--- src/rtl/muldiv_unit_pkg.sv ---
// Shared definitions for the EX-stage multiply/divide unit: op codes, FSM states and default width.
package muldiv_unit_pkg;

  localparam int unsigned MD_WIDTH = 32;
  localparam int unsigned MD_OP_W  = 3;

  typedef enum logic [MD_OP_W-1:0] {
    MD_MULT  = 3'd0,
    MD_MULTU = 3'd1,
    MD_DIV   = 3'd2,
    MD_DIVU  = 3'd3,
    MD_MTHI  = 3'd4,
    MD_MTLO  = 3'd5
  } md_op_e;

  typedef enum logic [1:0] {
    ST_IDLE = 2'd0,
    ST_CALC = 2'd1,
    ST_FIX  = 2'd2
  } md_state_e;

  // Multi-cycle ops that go through CALC/FIX
  function automatic logic md_is_arith(input logic [MD_OP_W-1:0] op);
    return (op == MD_MULT) || (op == MD_MULTU) || (op == MD_DIV) || (op == MD_DIVU);
  endfunction

  function automatic logic md_is_signed(input logic [MD_OP_W-1:0] op);
    return (op == MD_MULT) || (op == MD_DIV);
  endfunction

  function automatic logic md_is_mul(input logic [MD_OP_W-1:0] op);
    return (op == MD_MULT) || (op == MD_MULTU);
  endfunction

endpackage

--- src/rtl/muldiv_unit_md_signfix.sv ---
// Combinational sign handling: operand magnitudes at entry, result negation at FIX.
module md_signfix
  import muldiv_unit_pkg::*;
#(
  parameter int unsigned WIDTH = MD_WIDTH
) (
  input  logic [WIDTH-1:0] i_a,
  input  logic [WIDTH-1:0] i_b,
  input  logic             i_signed,
  output logic [WIDTH-1:0] o_abs_a,
  output logic [WIDTH-1:0] o_abs_b,
  input  logic [WIDTH-1:0] i_hi,
  input  logic [WIDTH-1:0] i_lo,
  input  logic             i_mul,
  input  logic             i_neg_hi,
  input  logic             i_neg_lo,
  output logic [WIDTH-1:0] o_hi,
  output logic [WIDTH-1:0] o_lo
);

  localparam int unsigned PW = 2 * WIDTH;

  logic [PW-1:0]    w_prod;
  logic [PW-1:0]    w_prod_neg;
  logic [WIDTH-1:0] w_hi_neg;
  logic [WIDTH-1:0] w_lo_neg;

  assign o_abs_a = (i_signed && i_a[WIDTH-1]) ? (~i_a + WIDTH'(1)) : i_a;
  assign o_abs_b = (i_signed && i_b[WIDTH-1]) ? (~i_b + WIDTH'(1)) : i_b;

  // Products negate as one double word; quotient/remainder negate independently
  assign w_prod     = {i_hi, i_lo};
  assign w_prod_neg = ~w_prod + PW'(1);
  assign w_hi_neg   = ~i_hi + WIDTH'(1);
  assign w_lo_neg   = ~i_lo + WIDTH'(1);

  always_comb begin
    o_hi = i_hi;
    o_lo = i_lo;
    if (i_mul) begin
      if (i_neg_hi) begin
        o_hi = w_prod_neg[PW-1:WIDTH];
        o_lo = w_prod_neg[WIDTH-1:0];
      end
    end else begin
      if (i_neg_hi) o_hi = w_hi_neg;
      if (i_neg_lo) o_lo = w_lo_neg;
    end
  end

endmodule

--- src/rtl/muldiv_unit.sv ---
// Iterative MULT/MULTU/DIV/DIVU unit with architectural HI/LO, one bit per cycle.
module muldiv_unit
  import muldiv_unit_pkg::*;
#(
  parameter int unsigned WIDTH = MD_WIDTH
) (
  input  logic               clock,
  input  logic               reset,
  input  logic               start,
  input  logic [MD_OP_W-1:0] op,
  input  logic [WIDTH-1:0]   a,
  input  logic [WIDTH-1:0]   b,
  output logic               busy,
  output logic               done,
  output logic [WIDTH-1:0]   hi,
  output logic [WIDTH-1:0]   lo,
  output logic               div_zero
);

  localparam int unsigned PW = 2 * WIDTH;
  localparam int unsigned CW = (WIDTH > 1) ? $clog2(WIDTH) : 1;

  md_state_e        r_state,    r_state_nxt;
  logic             r_busy,     r_busy_nxt;
  logic             r_done,     r_done_nxt;
  logic [WIDTH-1:0] r_hi,       r_hi_nxt;
  logic [WIDTH-1:0] r_lo,       r_lo_nxt;
  logic             r_div_zero, r_div_zero_nxt;
  logic [PW-1:0]    r_p,        r_p_nxt;
  logic [WIDTH-1:0] r_opb,      r_opb_nxt;
  logic [WIDTH-1:0] r_a_orig,   r_a_orig_nxt;
  logic             r_is_mul,   r_is_mul_nxt;
  logic             r_neg_hi,   r_neg_hi_nxt;
  logic             r_neg_lo,   r_neg_lo_nxt;
  logic             r_bzero,    r_bzero_nxt;
  logic [CW-1:0]    r_count,    r_count_nxt;

  logic [WIDTH-1:0] w_abs_a;
  logic [WIDTH-1:0] w_abs_b;
  logic [WIDTH-1:0] w_fix_hi;
  logic [WIDTH-1:0] w_fix_lo;
  logic             w_signed;
  logic             w_mul;
  logic [WIDTH:0]   w_mul_add;
  logic [WIDTH:0]   w_mul_sum;
  logic [WIDTH:0]   w_div_sh;
  logic [WIDTH:0]   w_div_diff;
  logic             w_div_ok;
  logic [PW-1:0]    w_mul_step;
  logic [PW-1:0]    w_div_step;

  assign w_signed = md_is_signed(op);
  assign w_mul    = md_is_mul(op);

  md_signfix #(.WIDTH(WIDTH)) u_signfix (
    .i_a      (a),
    .i_b      (b),
    .i_signed (w_signed),
    .o_abs_a  (w_abs_a),
    .o_abs_b  (w_abs_b),
    .i_hi     (r_p[PW-1:WIDTH]),
    .i_lo     (r_p[WIDTH-1:0]),
    .i_mul    (r_is_mul),
    .i_neg_hi (r_neg_hi),
    .i_neg_lo (r_neg_lo),
    .o_hi     (w_fix_hi),
    .o_lo     (w_fix_lo)
  );

  // Shift-add: conditionally add multiplicand to upper half, then shift the whole product right
  assign w_mul_add  = r_p[0] ? {1'b0, r_opb} : {(WIDTH + 1){1'b0}};
  assign w_mul_sum  = {1'b0, r_p[PW-1:WIDTH]} + w_mul_add;
  assign w_mul_step = {w_mul_sum, r_p[WIDTH-1:1]};

  // Restoring division: {remainder, dividend/quotient} shifts left, trial-subtract divisor
  assign w_div_sh   = r_p[PW-2:WIDTH-1];
  assign w_div_diff = w_div_sh - {1'b0, r_opb};
  assign w_div_ok   = ~w_div_diff[WIDTH];
  assign w_div_step = w_div_ok ? {w_div_diff[WIDTH-1:0], r_p[WIDTH-2:0], 1'b1}
                               : {r_p[PW-2:0], 1'b0};

  always_ff @(posedge clock) begin
    if (!reset) begin
      r_state    <= ST_IDLE;
      r_busy     <= 1'b0;
      r_done     <= 1'b0;
      r_hi       <= '0;
      r_lo       <= '0;
      r_div_zero <= 1'b0;
      r_p        <= '0;
      r_opb      <= '0;
      r_a_orig   <= '0;
      r_is_mul   <= 1'b0;
      r_neg_hi   <= 1'b0;
      r_neg_lo   <= 1'b0;
      r_bzero    <= 1'b0;
      r_count    <= '0;
    end else begin
      r_state    <= r_state_nxt;
      r_busy     <= r_busy_nxt;
      r_done     <= r_done_nxt;
      r_hi       <= r_hi_nxt;
      r_lo       <= r_lo_nxt;
      r_div_zero <= r_div_zero_nxt;
      r_p        <= r_p_nxt;
      r_opb      <= r_opb_nxt;
      r_a_orig   <= r_a_orig_nxt;
      r_is_mul   <= r_is_mul_nxt;
      r_neg_hi   <= r_neg_hi_nxt;
      r_neg_lo   <= r_neg_lo_nxt;
      r_bzero    <= r_bzero_nxt;
      r_count    <= r_count_nxt;
    end
  end

  always_comb begin
    r_state_nxt    = r_state;
    r_busy_nxt     = r_busy;
    r_done_nxt     = 1'b0;
    r_hi_nxt       = r_hi;
    r_lo_nxt       = r_lo;
    r_div_zero_nxt = r_div_zero;
    r_p_nxt        = r_p;
    r_opb_nxt      = r_opb;
    r_a_orig_nxt   = r_a_orig;
    r_is_mul_nxt   = r_is_mul;
    r_neg_hi_nxt   = r_neg_hi;
    r_neg_lo_nxt   = r_neg_lo;
    r_bzero_nxt    = r_bzero;
    r_count_nxt    = r_count;

    case (r_state)
      ST_IDLE: begin
        r_busy_nxt = 1'b0;
        if (start) begin
          if (op == MD_MTHI) begin
            r_hi_nxt       = a;
            r_done_nxt     = 1'b1;
            r_div_zero_nxt = 1'b0;
          end else if (op == MD_MTLO) begin
            r_lo_nxt       = a;
            r_done_nxt     = 1'b1;
            r_div_zero_nxt = 1'b0;
          end else if (md_is_arith(op)) begin
            r_state_nxt    = ST_CALC;
            r_busy_nxt     = 1'b1;
            r_div_zero_nxt = 1'b0;
            r_count_nxt    = '0;
            r_is_mul_nxt   = w_mul;
            r_a_orig_nxt   = a;
            r_bzero_nxt    = (b == '0);
            // Multiplier sits in the low half; dividend shifts out of the low half
            r_opb_nxt      = w_mul ? w_abs_a : w_abs_b;
            r_p_nxt        = {{WIDTH{1'b0}}, (w_mul ? w_abs_b : w_abs_a)};
            if (w_mul) begin
              r_neg_hi_nxt = w_signed && (a[WIDTH-1] ^ b[WIDTH-1]);
              r_neg_lo_nxt = w_signed && (a[WIDTH-1] ^ b[WIDTH-1]);
            end else begin
              r_neg_hi_nxt = w_signed && a[WIDTH-1];
              r_neg_lo_nxt = w_signed && (a[WIDTH-1] ^ b[WIDTH-1]);
            end
          end
        end
      end

      ST_CALC: begin
        r_p_nxt     = r_is_mul ? w_mul_step : w_div_step;
        r_count_nxt = r_count + CW'(1);
        if (r_count == CW'(WIDTH - 1)) r_state_nxt = ST_FIX;
      end

      ST_FIX: begin
        r_state_nxt = ST_IDLE;
        r_busy_nxt  = 1'b0;
        r_done_nxt  = 1'b1;
        if (!r_is_mul && r_bzero) begin
          r_lo_nxt       = '1;
          r_hi_nxt       = r_a_orig;
          r_div_zero_nxt = 1'b1;
        end else begin
          r_hi_nxt = w_fix_hi;
          r_lo_nxt = w_fix_lo;
        end
      end

      default: begin
        r_state_nxt = ST_IDLE;
        r_busy_nxt  = 1'b0;
      end
    endcase
  end

  assign busy     = r_busy;
  assign done     = r_done;
  assign hi       = r_hi;
  assign lo       = r_lo;
  assign div_zero = r_div_zero;

endmodule

--- config.mk ---
export PLATFORM = sky130hd
export DESIGN_NAME = muldiv_unit
export DESIGN_NICKNAME = d
export VERILOG_FILES = /design/src/rtl/muldiv_unit_pkg.sv /design/src/rtl/muldiv_unit_md_signfix.sv /design/src/rtl/muldiv_unit.sv
export SDC_FILE = /design/constraint.sdc
export NUM_CORES = 1
export LEC_CHECK = 0
export ABC_AREA = 1
export CAP_MARGIN = 0
export CELL_PAD_IN_SITES_DETAIL_PLACEMENT = 1
export CELL_PAD_IN_SITES_GLOBAL_PLACEMENT = 1
export CORE_MARGIN = 1.5
export CORE_UTILIZATION = 45
export CTS_CLUSTER_DIAMETER = 40
export DETAILED_ROUTE_END_ITERATION = 8
export PLACE_DENSITY_LB_ADDON = 0.1
export RECOVER_POWER = 100
export SLEW_MARGIN = 20
export SYNTH_ARGS = -nofsm -noshare
export SYNTH_HDL_FRONTEND = slang
export SYNTH_SLANG_ARGS = --single-unit
export TNS_END_PERCENT = 20
--- constraint.sdc ---
create_clock -name clock -period 6.68 [get_ports clock]
set_input_delay 0.668 -clock clock [delete_from_list [all_inputs] [get_ports clock]]
set_output_delay 0.668 -clock clock [all_outputs]
set_load 0.05 [all_outputs]
Word-level counts from Yosys, hierarchy flattened --
Cells that the tools add are included.
Storage, ports and cells: flip-flop bits (word level) 206, bits of input ports 70, output and inout port bits 67, word-level logic and storage cells 121
Operators by class: add/sub/neg operators 8, equal/unequal tests 17, muxes and demuxes 54, bitwise operators 8, reductions and logical operators 20
Operator list (number):
- $mux W32 | 18
- $mux W64 | 6
- $add A32 B1 Y32 const B | 4
- $not A32 Y32 | 4
- $pmux W32 S2 | 2
- $pmux W64 S2 | 1
- $add A64 B1 Y64 const B | 1
- $not A64 Y64 | 1
- $add A32 B32 Y33 | 1
- $sub A32 B32 Y33 | 1
- $logic_not A32 Y1 | 1
- $mux W5 | 4
- $ne A2 B2 Y1 const B | 8
- $reduce_and A5 Y1 | 3
- $mux W1 | 13
- $mux W2 | 5
- $pmux W5 S2 | 1
- $reduce_and A4 Y1 | 2
- $eq A3 B2 Y1 const B | 2
- $eq A3 B3 Y1 const B | 2
- $pmux W1 S2 | 3
- $add A5 B1 Y5 const B | 1
- $eq A5 B5 Y1 const B | 1
- $logic_and A1 B1 Y1 | 4
- 13 further kinds | 18

Depth between registers and ports, before layout --
word-level depth 10, mapped depth 20, gate-level depth less buffers 18

Cells and area by module --
From an unflattened synthesis, not the netlist that was laid out.
Second synthesis, totals: cell total of the unflattened synthesis 3398, area total of the unflattened synthesis 19233.4 µm²
Modules (own cells, without submodules):
- muldiv_unit | instances 1, cells an instance 2410, area an instance 14690.3 µm², sequential area each 4124.0 µm²
- md_signfix | instances 1, cells an instance 988, area an instance 4543.1 µm², sequential area each 0.0 µm²

Worst setup path after synthesis --
No wires, ideal clock.
path type register to register, start point register r_p[0], end point register r_p[63], library setup time 0.071 ns, arrival 2.439 ns, required time 6.609 ns, setup slack 4.171 ns, cell stages (with the launch flop) 21, path buffers 2, clock period less this slack 2.509 ns, path through dfxtp_1 -> buf_2 -> clkbuf_1 -> nand2_1 -> inv_1 -> ha_1 -> inv_1 -> fa_1 -> inv_1 -> nand3_1 -> nand3_1 -> inv_1 -> o21bai_1 -> nand3_1 -> nand3_1 -> nand2_1 -> nand2_1 -> nand2_1 -> inv_1 -> nand2_1 -> a21oi_1
Between the ends: longest elaborated chain between the ends 4
RTL lines:
- start: declaration | line muldiv_unit.sv:29 | logic [PW-1:0] r_p, r_p_nxt;
- start signal: assignment | line muldiv_unit.sv:105 | r_p <= r_p_nxt;
- $mux W32 | line muldiv_unit.sv:71 | assign w_mul_add = r_p[0] ? {1'b0, r_opb} : {(WIDTH + 1){1'b0}};
- $add A32 B32 Y33 | line muldiv_unit.sv:72 | assign w_mul_sum = {1'b0, r_p[PW-1:WIDTH]} + w_mul_add;
- $mux W64 | line muldiv_unit.sv:167 | r_p_nxt = r_is_mul ? w_mul_step : w_div_step;
- $pmux W64 S2 | line muldiv_unit.sv:132 | case (r_state)
No other way between the ends. A chain may end at the register's enable or synchronous reset.

==> flow_metrics.env <==
export IMPL_timing_hold_worst_start="r_count[2]"
export IMPL_floorplan_io_pins=137
export IMPL_wl_per_cell_um=25.99
export IMPL_layout_min_cycle_time_ns=4.708
export IMPL_dominantRegCellSynth="dfxtp_1"
export IMPL_pwr_share_comb_pct=66.8
export IMPL_rsz0062_at_grt="false"
export IMPL_power_frac_seq_pct=14.6
export IMPL_ys_ff_latch=206
export IMPL_p_clk_share_pct=18.6
export IMPL_die_height_um=216.3
export IMPL_cts_sink_count=206
export IMPL_die_span_x_um=216.3
export IMPL_wirelength_um=114200
export IMPL_placed_cells_incl_taps=4321
export IMPL_edff_count_synth=0
export IMPL_internal_power_mw=4.697
export IMPL_fillerInstances=6467
export IMPL_detailroute_via_count=27150
export IMPL_violated_checks="max-capacitance violations, max-slew violations"
export IMPL_yosysUniqueCellTypes=52
export IMPL_total_cts_buffers=41
export IMPL_top_achievable_clock_speed_ghz=0.2124
export IMPL_worst_slew_pin_slew_ns=2.984
export IMPL_cts_htree_levels=2
export IMPL_floorplan_initialDensity_pct=45.99
export IMPL_max_slew_violations=159
export IMPL_psw_mw=6.733
export IMPL_static_power_due_to_leakage_nw=11.71
export IMPL_clock_tree_buffer_depth=3
export IMPL_grt_overflow=0
export IMPL_grt_pass1_vias=27790
export IMPL_ys_warn_count=0
export IMPL_power_ir_vdd_worst_uv=683.0
export IMPL_drc=0
export IMPL_setup_slack_ns=1.972
export IMPL_clock_tree_root_cell="clkbuf_16"
export IMPL_finalCritPeriodShare_pct=70.48
export IMPL_cts_post_setup_buffers_inserted=0
export IMPL_share_of_synthesized_flip_flops_with_an_asynchronous_set_or_reset_pct=0
export IMPL_timing_rr_end="hi[7]"
export IMPL_critical_path_peak_fanout=47
export IMPL_critical_path_required_ns=7.00
export IMPL_drtPass1Iterations=6
export IMPL_timing_setup_critical_path_class="primary input to flip-flop"
export IMPL_worst_endpoint_arrival_ns=5.03
export IMPL_worst_clock_skew_ns=0.05287
export IMPL_timing_rr_start="r_p[0]"
export IMPL_final_net_count=3915
export IMPL_port_buffers=136
export IMPL_grt_max_degree=95
export IMPL_cell_depth_of_the_worst_min_delay_path=2
export IMPL_gp_congestion=1.064
export IMPL_timing_slew_headroom_pct=-98.94
export IMPL_power_mw=11.43
export IMPL_timing_final_hold_violations=0
export IMPL_synth_yosys_seq_area_share_pct=20.15
export IMPL_cts_tree="done"
export IMPL_syn_nets=3859
export IMPL_antenna_cells=0
export IMPL_grt_first_pass_wirelength_um=169700
export IMPL_number_of_hold_buffers_added_after_cts=0
export IMPL_final_hold_worst_slack_ns=0.4956
export IMPL_power_switching_fraction_pct=58.90
export IMPL_timing_reg2reg_worst_path_depth=12
export IMPL_coreArea_um2=44510
export IMPL_antenna_found_initial=3
export IMPL_syn_instance_count=3716
export IMPL_fp_dieArea_um2=46780
export IMPL_syn_cell_area_um2=20470
export IMPL_worst_setup_path_start_kind="primary input"
export IMPL_final_cells=4395
export IMPL_avgSynthCellArea_um2=5.509
export IMPL_post_cts_resized_instances=0
export IMPL_place_ws_ns=2.884
export IMPL_clock_insertion_delay_worst_skew_ns=0.62
export IMPL_vias_per_cell=6.177
export IMPL_drt_iter0_drc=3030
export IMPL_finalSetupViolCount=0
export IMPL_detailedPlacementHpwl_um=87030
export IMPL_clkTransAtPathRegs_ns=0.05
export IMPL_timing_critical_path_to_type="flip-flop"
export IMPL_hold_end="r_count[2]"
export IMPL_rows=77
export IMPL_timing_setup_tns_ns=0
export IMPL_post_route_cells_drive_above_1_share_pct=4.365
export IMPL_maxCapViolations=5
export IMPL_hold_path_class="flip-flop to flip-flop"
export IMPL_area_growth_synth_to_final_pct=14.60
export IMPL_groute_usage_overall_pct=47.84
export IMPL_reg2reg_slack_ns=2.30
export IMPL_number_of_nets_with_antenna_violations_after_routing=0
export IMPL_run_status="finished, violations left"
export IMPL_power_density_nw_per_um2=487.3
-- flip-flops by register name, indices dropped and copies added, names as in the netlist, 2 cells and up --
signal and flops:
r_p 64, hi 32, lo 32, r_a_orig 32
r_opb 32, r_count 5, r_state 2
-- cells by family after synthesis --
group | share of synthesized area [%]
simple gates | 40.62
buf+inv | 13.28
compound gates | 18.30
flops | 20.15
xor+xnor | 3.123
fa+ha+maj | 4.535
-- power by group through the flow --
stage          logic [mW]  clock network (mW)  registers [mW]
2_1_floorplan        5.08                   0            1.58
3_3_place_gp         7.10                   0            1.66
3_5_place_dp         7.29                   0            1.67
4_1_cts              7.38                2.10            1.64
5_1_grt              8.21                2.17            1.66
6_report             7.63                2.12            1.67
-- synth_stat cells, types with 6 or more instances --
master	count	area, um2
nand2_1	1120	4204
inv_1	537	2016
nor2_1	379	1423
nand3_1	321	1607
o21ai_0	289	1446
a21oi_1	246	1231
dfxtp_1	206	4124
clkbuf_1	109	409.1
ha_1	71	888.4
xor2_1	67	586.8
nand4_1	46	287.8
o211ai_1	45	337.8
nor3_1	26	130.1
a31oi_1	22	137.6
buf_2	21	105.1
o21bai_1	21	157.7
o21ai_1	19	95.09
nor2_2	16	100.1
buf_1	14	52.55
nand2_2	14	87.58
or2_2	14	87.58
inv_2	13	48.80
a22oi_1	11	82.58
a22o_1	9	78.83
nand3b_1	8	60.06
nor2_4	8	90.09
and2_1	7	43.79
xnor2_1	6	52.55
-- layer usage --
| layer | share of wire (%) | routed length (um) | GRT usage, % |
|---|---|---|---|
| met1 | 38 | 42910 | 56.91 |
| met2 | 43 | 48740 | 74.00 |
| met3 | 10 | 11550 | 10.99 |
| met4 | 9.6 | 10990 | 38.33 |
| met5 | 0.039 | 45 | 0 |
-- per-stage QoR --
stage | utilization [%] | area (um2)
after global placement | 49.84 | 22190
after detailed placement | 49.84 | 22190
after global routing | 52.70 | 23460
final | 52.70 | 23460
after CTS | 52.94 | 23570
after floorplan | - | 20470
-- worst max-delay path, stage by stage --
cell and delay [ns]:
buf_4 0.28, inv_1 1.15, clkbuf_1 2.18, nor2_1 0.33, inv_1 0.25, o22ai_1 0.09
-- final cells by class --
type,count,area (um2),area share (%)
multi-input combinational,2805,13570,57.87
sequential,206,4129,17.60
inverter,554,2079,8.865
timing repair buffer,164,1554,6.625
clock buffer,47,1049,4.470
tap,592,740.7,3.158
clock inverter,27,331.6,1.413
-- worst max path at each step --
stage,startpoint,end,cells after the start
finish,reset,r_opb[21],6
global route,reset,r_opb[21],6
CTS,r_p[0],r_p[63],18
detailed placement,op[2],r_p[25],9
global placement,op[2],r_p[24],8
floorplan,r_p[0],r_p[63],20
-- cell usage in the layout (no fill, tap or decap), types with 6 or more instances in the layout --
cell and count:
a21oi_1 245, a22o_1 9, a22oi_1 11, a31oi_1 22, buf_4 25, clkbuf_1 10
clkbuf_16 41, clkdlybuf4s50_1 66, dfxtp_1 204, dlygate4sd3_1 69, ha_1 71, inv_1 538
inv_2 14, inv_6 10, nand2_1 1122, nand2_2 12, nand3_1 323, nand3b_1 8
nand4_1 46, nor2_1 386, nor2_2 13, nor3_1 26, o211ai_1 45, o21ai_0 296
o21ai_1 11, o21bai_1 21, or2_2 14, xnor2_1 6, xor2_1 67
Note: power is estimated with default switching activity, not from simulation.
